[config.mk]
export PLATFORM = sky130hd
export DESIGN_NAME = sensor_command_controller_flat
export DESIGN_NICKNAME = d
export VERILOG_FILES = /design/src/rtl/sensor_command_controller_if.sv /design/src/rtl/sensor_command_controller.sv /design/src/flat_wrapper.sv
export SDC_FILE = /design/constraint.sdc
export NUM_CORES = 1
export LEC_CHECK = 0
export CORE_MARGIN = 2
export CORE_UTILIZATION = 43
export DETAILED_ROUTE_END_ITERATION = 16
export GPL_TIMING_DRIVEN = 0
export PLACE_DENSITY = 0.67
export SETUP_SLACK_MARGIN = 0.5
export SYNTH_ARGS = -nofsm -noshare
export SYNTH_HDL_FRONTEND = slang
export SYNTH_SLANG_ARGS = --single-unit
export TNS_END_PERCENT = 1
[constraint.sdc]
create_clock -name clock -period 3.3 [get_ports clock]
set_input_delay 0.66 -clock clock [delete_from_list [all_inputs] [get_ports clock]]
set_output_delay 0.66 -clock clock [all_outputs]
set_load 0.005 [all_outputs]
[src/rtl/sensor_command_controller_if.sv]
// Bundle of the request, DHT11-reader, UART-transmitter and status signals
// seen by sensor_command_controller; master is the controller side.
interface sensor_command_controller_if;
    logic       rx_done;
    logic [7:0] rx_cmd;
    logic [7:0] rx_addr;

    logic       sensor_start;
    logic [4:0] sensor_addr;
    logic       sensor_done;
    logic       sensor_error;
    logic [7:0] sensor_temp;
    logic [7:0] sensor_hum;

    logic       tx_start;
    logic [7:0] tx_byte0;
    logic [7:0] tx_byte1;
    logic       tx_done;

    logic       busy;
    logic       overrun;
    logic [1:0] cont_active;

    modport master (
        input  rx_done, rx_cmd, rx_addr,
        input  sensor_done, sensor_error, sensor_temp, sensor_hum,
        input  tx_done,
        output sensor_start, sensor_addr, tx_start, tx_byte0, tx_byte1,
        output busy, overrun, cont_active
    );

    modport slave (
        output rx_done, rx_cmd, rx_addr,
        output sensor_done, sensor_error, sensor_temp, sensor_hum,
        output tx_done,
        input  sensor_start, sensor_addr, tx_start, tx_byte0, tx_byte1,
        input  busy, overrun, cont_active
    );
endinterface

[src/rtl/sensor_command_controller.sv]
// Decodes 2-byte requests, runs a DHT11 read when needed and hands a 2-byte
// response to the UART. Optional periodic re-reads: define CONTINUOUS_MODE_EN.
module sensor_command_controller #(
    parameter int TIMEOUT_CYCLES = 1_000_000,
    parameter int CONT_PERIOD    = 50_000_000
) (
    input  logic clock,
    input  logic reset,
    sensor_command_controller_if.master bus
);
    localparam int TO_W = (TIMEOUT_CYCLES > 1) ? $clog2(TIMEOUT_CYCLES) : 1;

    if (TIMEOUT_CYCLES < 1 || CONT_PERIOD < 1) begin : gBadParams
        $error("sensor_command_controller: TIMEOUT_CYCLES and CONT_PERIOD must be >= 1");
    end

    typedef enum logic [2:0] {
        IDLE, DECODE, START_SENSOR, WAIT_SENSOR, LOAD_TX, WAIT_TX
    } stateType;

    stateType        stateReg, stateNext;
    logic [7:0]      curCmdReg, curCmdNext;
    logic [7:0]      curAddrReg, curAddrNext;
    logic            bufValidReg, bufValidNext;
    logic [7:0]      bufCmdReg, bufCmdNext;
    logic [7:0]      bufAddrReg, bufAddrNext;
    logic            overrunReg, overrunNext;
    logic [4:0]      sensorAddrReg, sensorAddrNext;
    logic [7:0]      txByte0Reg, txByte0Next;
    logic [7:0]      txByte1Reg, txByte1Next;
    logic [TO_W-1:0] timeoutCntReg, timeoutCntNext;
    logic            sensorCmd;
    logic            addrOk;

`ifdef CONTINUOUS_MODE_EN
    localparam int CP_W = (CONT_PERIOD > 1) ? $clog2(CONT_PERIOD) : 1;

    logic [1:0]      contActiveReg, contActiveNext;
    logic [CP_W-1:0] periodCntReg, periodCntNext;
    logic            altReg, altNext;
    logic            selHum;
    logic            periodDue;

    assign sensorCmd = (curCmdReg <= 8'h04);
    // Humidity is chosen when it is the only one enabled, or on alternate turns.
    assign selHum    = contActiveReg[1] & (~contActiveReg[0] | altReg);
    assign periodDue = (contActiveReg != 2'b00) &&
                       (periodCntReg == CP_W'(CONT_PERIOD - 1));
    assign bus.cont_active = contActiveReg;
`else
    assign sensorCmd = (curCmdReg <= 8'h02);
    assign bus.cont_active = 2'b00;
`endif

    assign addrOk           = (curAddrReg <= 8'h1F);
    assign bus.sensor_start = (stateReg == START_SENSOR);
    assign bus.tx_start     = (stateReg == LOAD_TX);
    assign bus.busy         = (stateReg != IDLE);
    assign bus.overrun      = overrunReg;
    assign bus.sensor_addr  = sensorAddrReg;
    assign bus.tx_byte0     = txByte0Reg;
    assign bus.tx_byte1     = txByte1Reg;

    always_ff @(posedge clock) begin
        if (reset) begin
            stateReg      <= IDLE;
            curCmdReg     <= '0;
            curAddrReg    <= '0;
            bufValidReg   <= 1'b0;
            bufCmdReg     <= '0;
            bufAddrReg    <= '0;
            overrunReg    <= 1'b0;
            sensorAddrReg <= '0;
            txByte0Reg    <= '0;
            txByte1Reg    <= '0;
            timeoutCntReg <= '0;
`ifdef CONTINUOUS_MODE_EN
            contActiveReg <= '0;
            periodCntReg  <= '0;
            altReg        <= 1'b0;
`endif
        end else begin
            stateReg      <= stateNext;
            curCmdReg     <= curCmdNext;
            curAddrReg    <= curAddrNext;
            bufValidReg   <= bufValidNext;
            bufCmdReg     <= bufCmdNext;
            bufAddrReg    <= bufAddrNext;
            overrunReg    <= overrunNext;
            sensorAddrReg <= sensorAddrNext;
            txByte0Reg    <= txByte0Next;
            txByte1Reg    <= txByte1Next;
            timeoutCntReg <= timeoutCntNext;
`ifdef CONTINUOUS_MODE_EN
            contActiveReg <= contActiveNext;
            periodCntReg  <= periodCntNext;
            altReg        <= altNext;
`endif
        end
    end

    always_comb begin
        stateNext      = stateReg;
        curCmdNext     = curCmdReg;
        curAddrNext    = curAddrReg;
        bufValidNext   = bufValidReg;
        bufCmdNext     = bufCmdReg;
        bufAddrNext    = bufAddrReg;
        overrunNext    = overrunReg;
        sensorAddrNext = sensorAddrReg;
        txByte0Next    = txByte0Reg;
        txByte1Next    = txByte1Reg;
        timeoutCntNext = '0;
`ifdef CONTINUOUS_MODE_EN
        contActiveNext = contActiveReg;
        periodCntNext  = '0;
        altNext        = altReg;
`endif

        if (bus.rx_done && stateReg != IDLE) begin
            if (bufValidReg) begin
                overrunNext = 1'b1;
            end else begin
                bufValidNext = 1'b1;
                bufCmdNext   = bus.rx_cmd;
                bufAddrNext  = bus.rx_addr;
            end
        end

        case (stateReg)
            IDLE: begin
                // The buffered request is older, so it is served first and a
                // simultaneous new one takes its place in the buffer.
                if (bufValidReg) begin
                    curCmdNext   = bufCmdReg;
                    curAddrNext  = bufAddrReg;
                    bufValidNext = bus.rx_done;
                    if (bus.rx_done) begin
                        bufCmdNext  = bus.rx_cmd;
                        bufAddrNext = bus.rx_addr;
                    end
                    stateNext = DECODE;
                end else if (bus.rx_done) begin
                    curCmdNext  = bus.rx_cmd;
                    curAddrNext = bus.rx_addr;
                    stateNext   = DECODE;
                end
`ifdef CONTINUOUS_MODE_EN
                else if (periodDue) begin
                    curCmdNext  = selHum ? 8'h02 : 8'h01;
                    curAddrNext = {3'b000, sensorAddrReg};
                    altNext     = ~selHum;
                    stateNext   = DECODE;
                end else if (contActiveReg != 2'b00) begin
                    periodCntNext = periodCntReg + CP_W'(1);
                end
`endif
            end

            DECODE: begin
                if (sensorCmd && addrOk) begin
                    sensorAddrNext = curAddrReg[4:0];
                    stateNext      = START_SENSOR;
`ifdef CONTINUOUS_MODE_EN
                    if (curCmdReg == 8'h03) contActiveNext[0] = 1'b1;
                    if (curCmdReg == 8'h04) contActiveNext[1] = 1'b1;
`endif
                end else begin
                    stateNext   = LOAD_TX;
                    txByte1Next = 8'h00;
                    if (sensorCmd) begin
                        txByte0Next = 8'hEF;
                    end
`ifdef CONTINUOUS_MODE_EN
                    else if (curCmdReg == 8'h05) begin
                        txByte0Next       = 8'h0A;
                        contActiveNext[0] = 1'b0;
                    end else if (curCmdReg == 8'h06) begin
                        txByte0Next       = 8'h0B;
                        contActiveNext[1] = 1'b0;
                    end
`endif
                    else begin
                        txByte0Next = 8'hCF;
                    end
                end
            end

            START_SENSOR: stateNext = WAIT_SENSOR;

            WAIT_SENSOR: begin
                // sensor_done is tested first so it wins over a same-cycle timeout.
                if (bus.sensor_done) begin
                    stateNext   = LOAD_TX;
                    txByte1Next = 8'h00;
                    if (bus.sensor_error) begin
                        txByte0Next = 8'h1F;
                    end else if (curCmdReg == 8'h00) begin
                        txByte0Next = 8'h07;
                    end else if (curCmdReg == 8'h01 || curCmdReg == 8'h03) begin
                        txByte0Next = 8'h09;
                        txByte1Next = bus.sensor_temp;
                    end else begin
                        txByte0Next = 8'h08;
                        txByte1Next = bus.sensor_hum;
                    end
                end else if (timeoutCntReg == TO_W'(TIMEOUT_CYCLES - 1)) begin
                    stateNext   = LOAD_TX;
                    txByte0Next = 8'h1F;
                    txByte1Next = 8'h00;
                end else begin
                    timeoutCntNext = timeoutCntReg + TO_W'(1);
                end
            end

            LOAD_TX: stateNext = WAIT_TX;

            WAIT_TX: begin
                if (bus.tx_done) stateNext = IDLE;
            end

            default: stateNext = IDLE;
        endcase
    end
endmodule

[src/flat_wrapper.sv]
// flat-port wrapper written by rule: the top's interface ports become plain ports
module sensor_command_controller_flat 
#(
    parameter int TIMEOUT_CYCLES = 1_000_000,
    parameter int CONT_PERIOD    = 50_000_000
)
  (clock, reset, bus_rx_done, bus_rx_cmd, bus_rx_addr, bus_sensor_done, bus_sensor_error, bus_sensor_temp, bus_sensor_hum, bus_tx_done, bus_sensor_start, bus_sensor_addr, bus_tx_start, bus_tx_byte0, bus_tx_byte1, bus_busy, bus_overrun, bus_cont_active);
  sensor_command_controller_if bus_i ();
  input  logic clock;
  input  logic reset;
  input wire logic [$bits(bus_i.rx_done)-1:0] bus_rx_done;
  input wire logic [$bits(bus_i.rx_cmd)-1:0] bus_rx_cmd;
  input wire logic [$bits(bus_i.rx_addr)-1:0] bus_rx_addr;
  input wire logic [$bits(bus_i.sensor_done)-1:0] bus_sensor_done;
  input wire logic [$bits(bus_i.sensor_error)-1:0] bus_sensor_error;
  input wire logic [$bits(bus_i.sensor_temp)-1:0] bus_sensor_temp;
  input wire logic [$bits(bus_i.sensor_hum)-1:0] bus_sensor_hum;
  input wire logic [$bits(bus_i.tx_done)-1:0] bus_tx_done;
  output wire logic [$bits(bus_i.sensor_start)-1:0] bus_sensor_start;
  output wire logic [$bits(bus_i.sensor_addr)-1:0] bus_sensor_addr;
  output wire logic [$bits(bus_i.tx_start)-1:0] bus_tx_start;
  output wire logic [$bits(bus_i.tx_byte0)-1:0] bus_tx_byte0;
  output wire logic [$bits(bus_i.tx_byte1)-1:0] bus_tx_byte1;
  output wire logic [$bits(bus_i.busy)-1:0] bus_busy;
  output wire logic [$bits(bus_i.overrun)-1:0] bus_overrun;
  output wire logic [$bits(bus_i.cont_active)-1:0] bus_cont_active;
  assign bus_i.rx_done = bus_rx_done;
  assign bus_i.rx_cmd = bus_rx_cmd;
  assign bus_i.rx_addr = bus_rx_addr;
  assign bus_i.sensor_done = bus_sensor_done;
  assign bus_i.sensor_error = bus_sensor_error;
  assign bus_i.sensor_temp = bus_sensor_temp;
  assign bus_i.sensor_hum = bus_sensor_hum;
  assign bus_i.tx_done = bus_tx_done;
  assign bus_sensor_start = bus_i.sensor_start;
  assign bus_sensor_addr = bus_i.sensor_addr;
  assign bus_tx_start = bus_i.tx_start;
  assign bus_tx_byte0 = bus_i.tx_byte0;
  assign bus_tx_byte1 = bus_i.tx_byte1;
  assign bus_busy = bus_i.busy;
  assign bus_overrun = bus_i.overrun;
  assign bus_cont_active = bus_i.cont_active;
  sensor_command_controller #(.TIMEOUT_CYCLES(TIMEOUT_CYCLES), .CONT_PERIOD(CONT_PERIOD)) u_core (.clock(clock), .reset(reset), .bus(bus_i));
endmodule
==> results.yml <==
timing:
  slew_headroom_pct: 30.5
  drv_slew: 0
  setup_viol: 0
  finalClockSkew_ns: 0.0138
  fmax_ghz: 0.368
  rsz0062_at_grt: "true"
  setup_tns_ns: 0
  finalHoldViolCount: 0
  tightest_slew_ns: 1.03
  timing.final.crit_share_pct: 82.4
  min_period_ns: 2.72
setup_path:
  crit_required_ns: 2.64
  rrSetupSlack_ns: 1.18
  crit_path_max_fanout: 10
  r2r-end: "u_core.bus.tx_byte0[6]$_SDFFE_PP0P_"
  r2r_start: "u_core.timeoutCntReg[0]$_SDFF_PP0_"
  rr_worst_depth: 6
  end_kind: "output pin"
  critPathKind: "reg -> out"
  crit_path_start_kind: "flop"
  crit_arrival_ns: 2.06
synth:
  synth-edff-count: 0
  avgSynthCellArea_um2: 8.97
  dominantRegCellSynth: "dfxtp_1"
  yosysSeqAreaShare_pct: 40.8
  ys_warn_count: 0
  synth-seq-cells: 76
  async_reset_ff_share_pct: 0
  syn_inst: 416
  yosysUniqueCellTypes: 60
  syn-cell-area_mm2: 0.00373
floorplan:
  core_area_mm2: 0.00830
  die_w_um: 97.2
  rows: 33
  die_area_mm2: 0.00944
  die_y_um: 97.2
  initial_core_util_pct: 45.0
  io_pins: 65
global_routing:
  grt_pass1_wl_um: 15900
  grt_antenna_before_repair: 0
  track_usage_pct: 20.5
  grt_max_degree: 15
  grt_pass1_vias: 3241
  overflow: 0
detailed_routing:
  drc_errors: 0
  drt-initial-drc-count: 188
  ant_nets: 0
  vias: 3390
  drt-pass1-iter-count: 4
  post_drt_wl_per_cell_um: 15.7
  drt_wl_total_um: 9400
  vias_per_cell: 5.66
finish:
  final_nets: 528
  layout_commonest_cell: "dfxtp_1"
  ff_latch_area_mm2: 0.00152
  final_cell_mix: "dfxtp_1, clkdlybuf4s50_1, nor2_1"
  n_antenna_cell: 0
  syn2layout_area_growth_pct: 25.6
  nFillCells: 755
  final_util_pct: 56.5
  multi_input_area_mm2: 0.00200
  drive_above_1_share_pct: 6.88
power:
  pwr_density_cell_mw_per_mm2: 719
  power.static_leakage_uw: 0.00166
  ir_worst_vdd_mv: 0.391
clocking:
  postCtsSetupRepairBufs: 0
  clk_pin_slew_ns: 0.08
  htreeDepth: 3
  clock_sinks: 76
  numCtsBuffers: 9
  cts_tree: "done"
  clk_latency_ns: 0.35
  ctsRootBufferMaster: "clkbuf_8"
  clock_path_buffers: 2
place:
  dp_hpwl_um: 6790
  port_buffers: 61
  routabilityCongestion: 0.816
flow_run:
  maxCapViolations: 0
hold_path:
  hold_path.class: "reg -> reg"
  min_path_cells: 1
  min_from: "u_core.timeoutCntReg[0]$_SDFF_PP0_"
  worstHoldEndpoint: "u_core.timeoutCntReg[0]$_SDFF_PP0_"
status:
  status: "completed"
[stage by stage]
step / cell area [µm²] / worst slack, ns / power (µW) / hold WS (ns) / instances
finish: 4690 / 0.581 / 3370 / 0.483 / 599
global placement: 4480 / 0.887 / 2600 / 0.459 / 583
detailed placement: 4480 / 0.828 / 2630 / 0.465 / 583
CTS: 4690 / 0.527 / 3380 / 0.486 / 599
global route: 4690 / 0.485 / 3590 / 0.504 / 599
floorplan: 3740 / 1.51 / 2190 / 0.438 / 417
[worst max path at each step]
stage                                     endpoint  slack (ns)                           startpoint  cells after the start
3_3_place_gp                      bus_sensor_start        0.89      u_core.stateReg[1]$_SDFFE_PP0P_                      3
2_1_floorplan   u_core.timeoutCntReg[2]$_SDFF_PP0_        1.51  u_core.timeoutCntReg[11]$_SDFF_PP0_                      5
5_1_grt                               bus_tx_start        0.49      u_core.stateReg[2]$_SDFFE_PP0P_                      3
4_1_cts                           bus_sensor_start        0.53      u_core.stateReg[1]$_SDFFE_PP0P_                      3
6_report                              bus_tx_start        0.58      u_core.stateReg[2]$_SDFFE_PP0P_                      3
3_5_place_dp   u_core.bus.tx_byte0[6]$_SDFFE_PP0P_        0.83                      bus_sensor_done                      5
[metal layers]
| metal | GRT usage, % | share of wire (%) | wire [µm] |
|---|---|---|---|
| met5 | 0 | 0 | 0 |
| met4 | 6.83 | 0.72 | 68 |
| met1 | 28.2 | 49 | 4640 |
| met2 | 32.1 | 44 | 4130 |
| met3 | 4.17 | 6.0 | 564 |
[flip-flops by register name, indices dropped and copies added (netlist names), 3 cells and up]
signal and flops:
u_core.bufCmdReg 8, u_core.bufAddrReg 8, u_core.curCmdReg 8, u_core.bus.tx_byte0 6
u_core.curAddrReg 8, u_core.stateReg 3, u_core.bus.sensor_addr 5, u_core.bus.tx_byte1 8
u_core.timeoutCntReg 20
[final cells by class]
| cell class | instances | area share (%) |
|---|---|---|
| Timing Repair Buffer | 61 | 13.0 |
| Multi-Input combinational cell | 292 | 42.6 |
| Sequential cell | 76 | 32.5 |
| Clock inverter | 6 | 1.52 |
| Inverter | 11 | 0.881 |
| Buffer | 38 | 3.82 |
| Tap cell | 105 | 2.80 |
| Clock buffer | 10 | 2.94 |
[cell families (layout without fill, tap and decap cells)]
| family | count (synthesis) | after routing | synth area share, % |
|---|---|---|---|
| muxes | 33 | 33 | 8.85 |
| DFF | 76 | 76 | 40.8 |
| buffers and inverters | 49 | 126 | 5.87 |
| xor gates and xnor gates | 12 | 12 | 2.82 |
| and+or+nand+nor | 143 | 143 | 21.4 |
| AOI/OAI and AO/OA | 101 | 101 | 19.8 |
| adders and majority gates | 1 | 1 | 0.335 |
| other | 1 | 2 | 0.100 |
[report_power, final]
part           total, µW  internal, µW  switching [µW]
Combinational       1390           594             791
Clock                754           377             377
Sequential          1230          1100             133
[critical path: stages, from the launching register on]
cell and delay (ns):
dfxtp_1 0.39, clkbuf_1 0.34, nor3b_1 0.40, clkdlybuf4s50_1 0.58
[cells in the mapped netlist (all sizes together) (3+ instances only)]
cell type | instances | share of area, %
o311ai | 8 | 1.9
o31ai | 12 | 2.4
nor2 | 52 | 5.2
nand4 | 21 | 3.5
or4 | 6 | 1.3
a21oi | 15 | 2.1
or3 | 5 | 0.84
and3 | 5 | 0.84
and2 | 3 | 0.50
buf | 13 | 2.2
mux2i | 33 | 8.9
a21o | 10 | 2.0
nor2b | 5 | 0.84
dfxtp | 76 | 41
clkbuf | 25 | 2.5
o2111ai | 8 | 1.9
nand2 | 9 | 0.91
o21ai | 14 | 1.9
nand3 | 11 | 1.5
inv | 11 | 1.1
a211oi | 20 | 4.0
xor2 | 10 | 2.3
nor3b | 5 | 1.0
[timing repair]
item,in CTS,in global routing
endpoints found under the setup margin,0,2
hold buffers,0,0
hold endpoints to repair,0,0
resized for setup,0,2
Power figures use the tool's default switching activity.
